`config.mk`:
```
export PLATFORM = sky130hd
export DESIGN_NAME = backward_layer
export DESIGN_NICKNAME = d
export VERILOG_FILES = /design/src/rtl/backward_layer.sv
export SDC_FILE = /design/constraint.sdc
export NUM_CORES = 1
export LEC_CHECK = 0
export CORE_MARGIN = 10
export CORE_UTILIZATION = 25
export CTS_BUF_LIST = sky130_fd_sc_hd__clkbuf_8
export CTS_CLUSTER_DIAMETER = 50
export DETAILED_ROUTE_END_ITERATION = 8
export GPL_ROUTABILITY_DRIVEN = 0
export GPL_TIMING_DRIVEN = 0
export PLACE_DENSITY = 0.54
export SLEW_MARGIN = 20
export SYNTH_ARGS = -nofsm -noshare
export SYNTH_HDL_FRONTEND = slang
export SYNTH_SLANG_ARGS = --single-unit
```
`constraint.sdc`:
```
create_clock -name i_clk -period 7.6 [get_ports i_clk]
set_clock_uncertainty 0.1 [all_clocks]
set_input_delay 1.9 -clock i_clk [delete_from_list [all_inputs] [get_ports i_clk]]
set_output_delay 1.9 -clock i_clk [all_outputs]
set_load 0.03 [all_outputs]
```
`src/rtl/backward_layer.sv`:
```
// Backward pass of one fully connected signed-byte layer: delta_out = relu'(a) .* (W^T * delta).
// One MAC per clock, walking j (rows of W) fastest, then i (columns).
module backward_layer #(
  parameter int unsigned N_IN  = 4,
  parameter int unsigned N_OUT = 2,
  parameter int unsigned AW    = 20,
  parameter int unsigned SHIFT = 0
) (
  input  logic                    i_clk,
  input  logic                    i_reset,
  input  logic                    i_start,
  input  logic [N_OUT*N_IN*8-1:0] i_w,
  input  logic [N_OUT*8-1:0]      i_delta_in,
  input  logic [N_IN*8-1:0]       i_a_in,
  output logic                    o_busy,
  output logic                    o_done,
  output logic [N_IN*8-1:0]       o_delta_out
);

  localparam int unsigned IW = (N_IN > 1) ? $clog2(N_IN) : 1;
  localparam int unsigned JW = (N_OUT > 1) ? $clog2(N_OUT) : 1;
  localparam logic [IW-1:0] ILast = IW'(N_IN - 1);
  localparam logic [JW-1:0] JLast = JW'(N_OUT - 1);
  localparam logic signed [AW-1:0] SatMax = AW'(127);
  localparam logic signed [AW-1:0] SatMin = AW'(-128);

  typedef enum logic [1:0] {StIdle, StMac, StDone} state_e;

  state_e                  r_state, w_state_next;
  logic [N_OUT*N_IN*8-1:0] r_w;
  logic [N_OUT*8-1:0]      r_delta;
  logic [N_IN*8-1:0]       r_a;
  logic [IW-1:0]           r_i;
  logic [JW-1:0]           r_j;
  logic signed [AW-1:0]    r_acc;
  logic [N_IN*8-1:0]       r_res;
  logic [N_IN*8-1:0]       r_delta_out;

  logic signed [7:0]    w_wij, w_dj, w_ai, w_sat, w_res;
  logic signed [15:0]   w_prod;
  logic signed [AW-1:0] w_acc_next, w_shifted;
  logic [N_IN*8-1:0]    w_res_vec;
  logic                 w_last_j, w_last;

  // Operand muxes built as compares so narrow counters never index past the array.
  always_comb begin
    w_wij = '0;
    w_dj  = '0;
    w_ai  = '0;
    for (int j = 0; j < N_OUT; j++) begin
      if (r_j == JW'(j)) begin
        w_dj = r_delta[j*8 +: 8];
        for (int i = 0; i < N_IN; i++) begin
          if (r_i == IW'(i)) w_wij = r_w[(j*N_IN+i)*8 +: 8];
        end
      end
    end
    for (int i = 0; i < N_IN; i++) begin
      if (r_i == IW'(i)) w_ai = r_a[i*8 +: 8];
    end
  end

  always_comb begin
    w_prod     = w_wij * w_dj;
    w_acc_next = r_acc + {{(AW-16){w_prod[15]}}, w_prod};
    w_shifted  = w_acc_next >>> SHIFT;
    if (w_shifted > SatMax)      w_sat = 8'sd127;
    else if (w_shifted < SatMin) w_sat = -8'sd128;
    else                         w_sat = w_shifted[7:0];
    w_res    = (w_ai > 8'sd0) ? w_sat : 8'sd0;
    w_last_j = (r_j == JLast);
    w_last   = w_last_j && (r_i == ILast);
    w_res_vec = r_res;
    for (int i = 0; i < N_IN; i++) begin
      if (r_i == IW'(i)) w_res_vec[i*8 +: 8] = w_res;
    end
  end

  always_comb begin
    w_state_next = r_state;
    unique case (r_state)
      StIdle:  if (i_start) w_state_next = StMac;
      StMac:   if (w_last) w_state_next = StDone;
      StDone:  w_state_next = StIdle;
      default: w_state_next = StIdle;
    endcase
  end

  always_ff @(posedge i_clk) begin
    if (!i_reset) r_state <= StIdle;
    else          r_state <= w_state_next;
  end

  always_ff @(posedge i_clk) begin
    if (!i_reset) begin
      r_w         <= '0;
      r_delta     <= '0;
      r_a         <= '0;
      r_i         <= '0;
      r_j         <= '0;
      r_acc       <= '0;
      r_res       <= '0;
      r_delta_out <= '0;
    end else if (r_state == StIdle && i_start) begin
      r_w     <= i_w;
      r_delta <= i_delta_in;
      r_a     <= i_a_in;
      r_i     <= '0;
      r_j     <= '0;
      r_acc   <= '0;
    end else if (r_state == StMac) begin
      if (!w_last_j) begin
        r_j   <= r_j + JW'(1);
        r_acc <= w_acc_next;
      end else begin
        r_j   <= '0;
        r_acc <= '0;
        r_i   <= w_last ? '0 : r_i + IW'(1);
        r_res <= w_res_vec;
        if (w_last) r_delta_out <= w_res_vec;
      end
    end
  end

  assign o_busy      = (r_state == StMac);
  assign o_done      = (r_state == StDone);
  assign o_delta_out = r_delta_out;

endmodule

```
==> summary.txt, run 1 <==
Logic synthesis
  – Sequential share of the synthesized area: 32.26%
  – Syn Nets: 1699
  – Asr flop ratio synth: 0%
  – Netlist cell types: 75
  – Mapped Area: 11980 sq um
  – Mean post-synth cell area: 8.125 sq um
  – Synth Flop Type: dfxtp_1
  – Gate Count Post-Synth: 1474
  – #FFs+latches synth: 193
  – Number of synthesized flops with an enable pin: 0
  – Synth warn: 0

CTS
  – CTS tree: done
  – H-tree Lvls: 4
  – Reg clk slew, reported paths: 0.11 ns
  – CTS Buffer Depth: 2
  – Clk root buf: clkbuf_8
  – Inserted Clock Buffers: 17
  – Clock sink count: 193
  – Clock Latency Late Sink: 0.52 ns

Global routing
  – Largest net degree at the start of global routing: 18
  – Initial antenna violation count: 3
  – First-pass GRT wire length: 62470 um
  – GRT Overall Usage: 13.74%
  – Total grt overflow: 0
  – Vias in the first global route: 11623

Die
  – Initial Util: 25.19%
  – Die Span Y: 238.9 um
  – Die Area: 57060 sq um
  – I/O pins: 149
  – Core region area: 47550 sq um
  – Die Wd: 238.9 um
  – FP Rows: 80

STA
  – Slew Viols, Final: 0
  – Setup Viol. Count Final: 55
  – Slew headroom: 25.20%
  – WHS: 0.3667 ns
  – Hold Vio Cnt, Final: 0
  – Final setup TNS: -10.47 ns
  – Unrepaired setup endpoints after global routing: yes
  – Fin crit period: 7.892 ns
  – Final period utilization: 103.8%
  – Fmax achieved: 0.1267 GHz
  – Worst-margin pin slew: 1.091 ns
  – Final setup margin: -0.2923 ns

Run
  – Max-cap violations: 0

Setup path
  – Critical path class: flip-flop to flip-flop
  – R2R setup slack: -0.29 ns
  – Delay-heaviest family, CP: compound AO/OA/AOI/OAI gates
  – CP startpoint: r_i[1]$_SDFFE_PP0P_
  – CP bufs+invs: 7
  – Critical path endpoint: o_delta_out[8]$_SDFFE_PN0P_
  – Worst reg2reg path depth: 40
  – Worst path max stage delay: 0.59 ns
  – Worst Path Required: 7.94 ns
  – WP depth: 40
  – Crit path max fanout: 7
  – Arrival time worst endpoint: 8.23 ns
  – Reg2Reg Capture Point: o_delta_out[8]$_SDFFE_PN0P_
  – Worst r2r src: r_i[1]$_SDFFE_PP0P_
  – Critical Path Sink Type: flip-flop
  – Slowest cell on the critical path: fa_1
  – CP dominant cell by count: a21oi_2
  – CP startpoint kind: flip-flop

Final layout
  – Fin nets: 1944
  – Area Overhead vs Synth: 38.93%
  – Fin cells: 2348
  – Fill cells: 4879
  – Share of layout cells above drive strength 1: 21.59%

Pwr
  – Maximum vdd drop: 0.0001011 V
  – PD cells: 178.5 nW/um^2
  – Leakage: 6.310 nW

Placed design
  – Port bufs: 147
  – Placed insts: 2236
  – Final HPWL DP: 30310 um
  – Placement Setup Slack: -1.425 ns

Routing
  – Drt drc: 0
  – Vias per cell: 4.791
  – Detailed Route WL: 39410 um
  – Final ANT Viol Nets: 0
  – DR vias: 11250
  – WL/cell: 16.78 um
  – TritonRoute pass-1 iters: 4
  – Initial drt markers: 621

Hold path
  – HP Class: flip-flop to flip-flop

Run status
  – Failing checks: negative setup slack
  – Status: finished with violations
[state kept, by name, summed over array words and instances (netlist names), 2 cells and up]
register     flops
o_delta_out     32
r_a             32
r_acc           20
r_delta         16
r_i              2
r_res           24
r_state          2
r_w             64
[layout make-up]
cell class	instances	area [sq um]	share of cell area [%]
timing repair buffer	231	2217	13.33
antenna	1	2.502	0.01504
sequential	193	3871	23.27
multi-input combinational	1102	8451	50.79
clock inverter	13	172.7	1.038
buffer	87	554.3	3.331
inverter	87	339.1	2.038
clock buffer	19	261.5	1.572
tap	615	769.5	4.625
[layout by cell type (no fill, tap or decap), types with 7 or more instances in the layout]
master	n
o21ai_1	9
fa_1	52
nand2_1	290
nor3_1	8
buf_6	21
buf_4	68
ha_4	19
o21ai_0	33
a21oi_2	32
inv_1	72
nand3_2	11
nor2b_1	10
clkdlybuf4s50_1	147
ha_1	32
a21o_1	9
nand3_1	11
clkbuf_1	49
inv_2	11
nor2_2	14
nor2_4	10
a31oi_1	21
a21boi_0	112
clkbuf_8	29
or3_1	8
a21oi_1	51
and3_1	13
nor2_1	87
o21ai_2	17
nand2b_1	7
o211ai_1	33
xnor2_1	17
nand2_2	9
dfxtp_1	191
mux2i_1	8
a22oi_1	15
and2_1	12
nand4_1	22
[layer usage]
metal	vias to the layer above	track usage (%)	routed length [um]
met4	4	3.437	503
li1	5516	-	-
met2	271	22.66	18410
met1	5418	17.73	18080
met3	41	3.112	2395
met5	-	0	18
[cell families after synthesis]
| family | after synthesis | synth area share (%) |
|---|---|---|
| buffers and inverters | 179 | 6.895 |
| and+or+nand+nor | 562 | 20.70 |
| adders and majority gates | 110 | 15.00 |
| AOI/OAI and AO/OA | 389 | 21.74 |
| DFF | 193 | 32.26 |
| xor gates and xnor gates | 26 | 2.152 |
| muxes | 15 | 1.254 |
[power by group]
group          switching [mW]  total (mW)  internal, mW
clock network           0.410       0.758         0.347
registers              0.0264        1.08          1.05
logic                   0.595        1.13         0.539
total                    1.03        2.97          1.94
[metrics by stage]
step	total power, mW	utilization (%)	instance area [sq um]
floorplan	1.629	-	12070
global placement	1.856	30.09	14310
detailed placement	1.869	30.09	14310
CTS	2.879	33.74	16040
global route	3.112	34.99	16640
finish	2.971	34.99	16640
[Yosys cell counts, drive strengths merged (6+ instances only)]
| cell | n | area share, % |
|---|---|---|
| nand2 | 301 | 9.5 |
| dfxtp | 193 | 32 |
| a21boi | 114 | 7.2 |
| nor2 | 111 | 3.5 |
| a21oi | 88 | 3.7 |
| inv | 87 | 2.7 |
| clkbuf | 74 | 3.1 |
| o21ai | 63 | 2.7 |
| fa | 56 | 9.4 |
| ha | 54 | 5.6 |
| o211ai | 33 | 2.1 |
| nand3 | 28 | 1.3 |
| a31oi | 22 | 1.1 |
| nand4 | 22 | 1.1 |
| xnor2 | 21 | 1.5 |
| and3 | 20 | 1.1 |
| buf | 17 | 0.94 |
| a22oi | 16 | 1.0 |
| and2 | 15 | 0.80 |
| mux2i | 15 | 1.3 |
| a21o | 13 | 0.86 |
| nor3 | 12 | 0.50 |
| nor2b | 11 | 0.57 |
| or3 | 11 | 0.59 |
| nor4 | 9 | 0.47 |
| a211oi | 8 | 0.58 |
| nand2b | 7 | 0.37 |
| or2 | 7 | 0.37 |
| a41oi | 6 | 0.44 |
[worst min path at each step]
stage	from	end	slack, ns	cells after the start
after floorplan	r_a[22]$_SDFFE_PN0P_	r_a[22]$_SDFFE_PN0P_	0.34	2
after global placement	r_a[22]$_SDFFE_PN0P_	r_a[22]$_SDFFE_PN0P_	0.35	2
after detailed placement	r_w[7]$_SDFFE_PN0P_	r_w[7]$_SDFFE_PN0P_	0.36	2
after CTS	r_w[7]$_SDFFE_PN0P_	r_w[7]$_SDFFE_PN0P_	0.37	2
after global routing	r_w[7]$_SDFFE_PN0P_	r_w[7]$_SDFFE_PN0P_	0.39	2
final	r_delta[10]$_SDFFE_PN0P_	r_delta[10]$_SDFFE_PN0P_	0.37	2
[repair_timing]
| item | CTS | global route |
|---|---|---|
| cloned | 5 | 0 |
| endpoints found under the setup margin | 65 | 61 |
| hold endpoints to repair | 0 | 0 |
| hold buffers | 0 | 0 |
| pin swaps | 110 | 121 |
| buffers inserted | 60 | 23 |
| gates resized for setup | 175 | 123 |
[worst register-to-register path, delay by kind of cell (launching register included)]
family / cells / cell delay, ns
adder cells (fa/ha/maj): 8 / 2.59
buffers and inverters: 7 / 1.01
flip-flops: 1 / 0.38
multiplexers: 1 / 0.26
AND/OR/NAND/NOR: 5 / 0.48
AO/OA/AOI/OAI: 18 / 2.87
XOR/XNOR: 1 / 0.15
Note: power is estimated with default switching activity, not from simulation.
==> run 2: changes to the inputs <==
Settings changed: CORE_UTILIZATION 25 to 53, PLACE_DENSITY 0.54 to 0.9, SETUP_SLACK_MARGIN set to 0.2.
==> run 2 against run 1 <==
Compared with the run above: the run still ends with negative setup slack left; via count rose by 7.7%; non-clock buffer count fell by 13; utilization rose by 37 points; clock power fell by 7.0%; final cell count fell by 15%; first-iteration DRC count rose by 100%; power fell by 2.3%; routed wire length rose by 0.85%; critical endpoint is now r_res[12]$_SDFFE_PN0P_; largest cell class unchanged.
==> summary.txt, run 2 (synthesis gave the netlist of run 1 again) <==
Global routing
  – Initial antenna violation count: 1 (-2)
  – GRT Overall Usage: 25.67% (+12 points)
  – First-pass GRT wire length: 60050 um (-3.9%)
  – Total grt overflow: 0 (unchanged)
  – Largest net degree at the start of global routing: 18 (unchanged)
  – Vias in the first global route: 12083 (+4.0%)

Routing
  – Drt drc: 0 (unchanged)
  – TritonRoute pass-1 iters: 5 (+1)
  – Vias per cell: 6.059 (+26%)
  – Final ANT Viol Nets: 0 (unchanged)
  – WL/cell: 19.87 um (+18%)
  – Detailed Route WL: 39750 um (+0.85%)
  – Initial drt markers: 1258 (+100%)
  – DR vias: 12118 (+7.7%)

Die
  – Die Wd: 170.3 um (-29%)
  – I/O pins: 149 (unchanged)
  – Die Area: 29010 sq um (-49%)
  – FP Rows: 54 (-33%)
  – Core region area: 22030 sq um (-54%)
  – Initial Util: 54.37% (+29 points)
  – Die Span Y: 170.3 um (-29%)

Setup path
  – Critical Path Sink Type: flip-flop
  – Slowest cell on the critical path: fa_1
  – Arrival time worst endpoint: 8.53 ns (+0.30 ns)
  – CP startpoint kind: flip-flop
  – CP dominant cell by count: fa_1
  – Worst path max stage delay: 0.56 ns (-0.03 ns)
  – Worst Path Required: 7.88 ns (-0.06 ns)
  – Crit path max fanout: 9 (+2)
  – Critical path class: flip-flop to flip-flop

CTS
  – Clk root buf: clkbuf_8
  – Inserted Clock Buffers: 17 (unchanged)
  – H-tree Lvls: 4 (unchanged)
  – CTS Buffer Depth: 2 (unchanged)
  – Reg clk slew, reported paths: 0.10 ns (about the same)
  – Hold-fix buffers, CTS: 0 (unchanged)
  – Clock Latency Late Sink: 0.51 ns (about the same)
  – Clock sink count: 193 (unchanged)
  – CTS tree: done

Final layout
  – Max reg flops: 64 (unchanged)
  – Area Overhead vs Synth: 32.91%
  – Most frequent cells in the layout: nand2_1, dfxtp_1, clkdlybuf4s50_1
  – Biggest register: r_w
  – Share of layout cells above drive strength 1: 18.60% (-3.0 points)
  – Utilization after layout: 72.27% (+37 points)
  – Antenna diodes: 0 (-1)
  – Commonest non-fill, non-tap cell in the layout: nand2_1
  – Fin nets: 1932 (-0.62%)

Pwr
  – PD cells: 182.4 nW/um^2 (+2.2%)
  – Total Power: 2.904 mW (-2.3%)
  – Maximum vdd drop: 0.0001251 V (+24%)
  – Leakage: 6.221 nW (-1.4%)

Run
  – Max-cap violations: 0 (unchanged)

STA
  – Final setup margin: -0.6465 ns (-0.3542 ns)
  – Fin crit period: 8.246 ns (+0.3542 ns)
  – Final period utilization: 108.5% (+4.7 points)
  – Slew Viols, Final: 0 (unchanged)
  – Hold Vio Cnt, Final: 0 (unchanged)
  – Worst-margin pin slew: 1.126 ns (+0.03492 ns)
  – Slew headroom: 24.15% (-1.0 points)
  – Unrepaired setup endpoints after global routing: yes
  – Final setup TNS: -30.73 ns (-20.25 ns)
  – Setup Viol. Count Final: 58 (+5.5%)
  – Fmax achieved: 0.1213 GHz (-4.3%)

Run status
  – Status: finished with violations
  – Failing checks: negative setup slack

Placed design
  – Port bufs: 147 (unchanged)
  – Final HPWL DP: 26340 um (-13%)

Hold path
  – HP Class: flip-flop to flip-flop
[run 2: changes by cell type in the layout (fill, tap and decap cells not counted), moves of 4 or more]
cell	delta
a21oi_1	+11
a21oi_2	-12
buf_4	-9
buf_6	-9
nand2_1	+7
nand2_2	-7
nor2_1	+10
nor2_2	-4
nor2_4	-6
o21ai_2	-6
[run 2: report_power, final]
part,switching (mW),internal (mW)
sequential,0.0257,1.05
clock,0.399,0.307
combinational,0.624,0.496
total,1.05,1.85
[run 2: critical path, delay by kind of cell (launching register included)]
family / cells / cell delay, ns
adder cells (fa/ha/maj): 7 / 2.70
AND/OR/NAND/NOR: 11 / 2.06
AO/OA/AOI/OAI: 9 / 1.39
buffers and inverters: 10 / 1.00
XOR/XNOR: 2 / 0.49
flip-flops: 1 / 0.37
[run 2: path summary, 6_finish.rpt]
kind | depth (start not counted) | slack [ns] | from | to
worst max-delay path | 39 | -0.65 | r_i[1]$_SDFFE_PP0P_ | r_res[12]$_SDFFE_PN0P_
worst min-delay path | 2 | 0.37 | r_a[15]$_SDFFE_PN0P_ | r_a[15]$_SDFFE_PN0P_
worst max register to register | 39 | -0.65 | r_i[1]$_SDFFE_PP0P_ | r_res[12]$_SDFFE_PN0P_
worst min register to register | 2 | 0.37 | r_a[15]$_SDFFE_PN0P_ | r_a[15]$_SDFFE_PN0P_
[run 2: through the flow]
step | std cells | hold slack (ns) | setup WS (ns) | instance area (sq um)
6_report | 2000 | 0.3692 | -0.6465 | 15920
5_1_grt | 2000 | 0.3848 | -0.9006 | 15920
4_1_cts | 1986 | 0.3696 | -0.1756 | 15420
3_5_place_dp | 1901 | 0.3512 | -1.029 | 14010
3_3_place_gp | 1901 | 0.3443 | -0.7352 | 14010
2_1_floorplan | 1474 | 0.3379 | 0.2043 | 12190
[run 2: area by class of cell]
type | count | area (sq um)
multi-input combinational | 1103 | 8328
fill | 1469 | 6108
sequential | 193 | 3869
timing repair buffer | 213 | 2009
buffer | 92 | 616.8
tap | 280 | 350.3
inverter | 87 | 346.6
clock buffer | 18 | 247.7
clock inverter | 14 | 150.1
[run 2: what timing repair did]
item,in CTS,in global routing
buffers inserted,50,14
cloned,3,0
pin swaps,95,67
endpoints found under the setup margin,64,64
resized for setup,139,84
[run 2: metal layers]
metal  track usage [%]  share of wire, %  vias to the layer above
li1                  -                 -                     5491
met1             28.89                37                     5641
met2             44.57                48                      778
met3             6.502               9.9                      206
met4             12.24               5.0                        2
met5                 0             0.038                        -
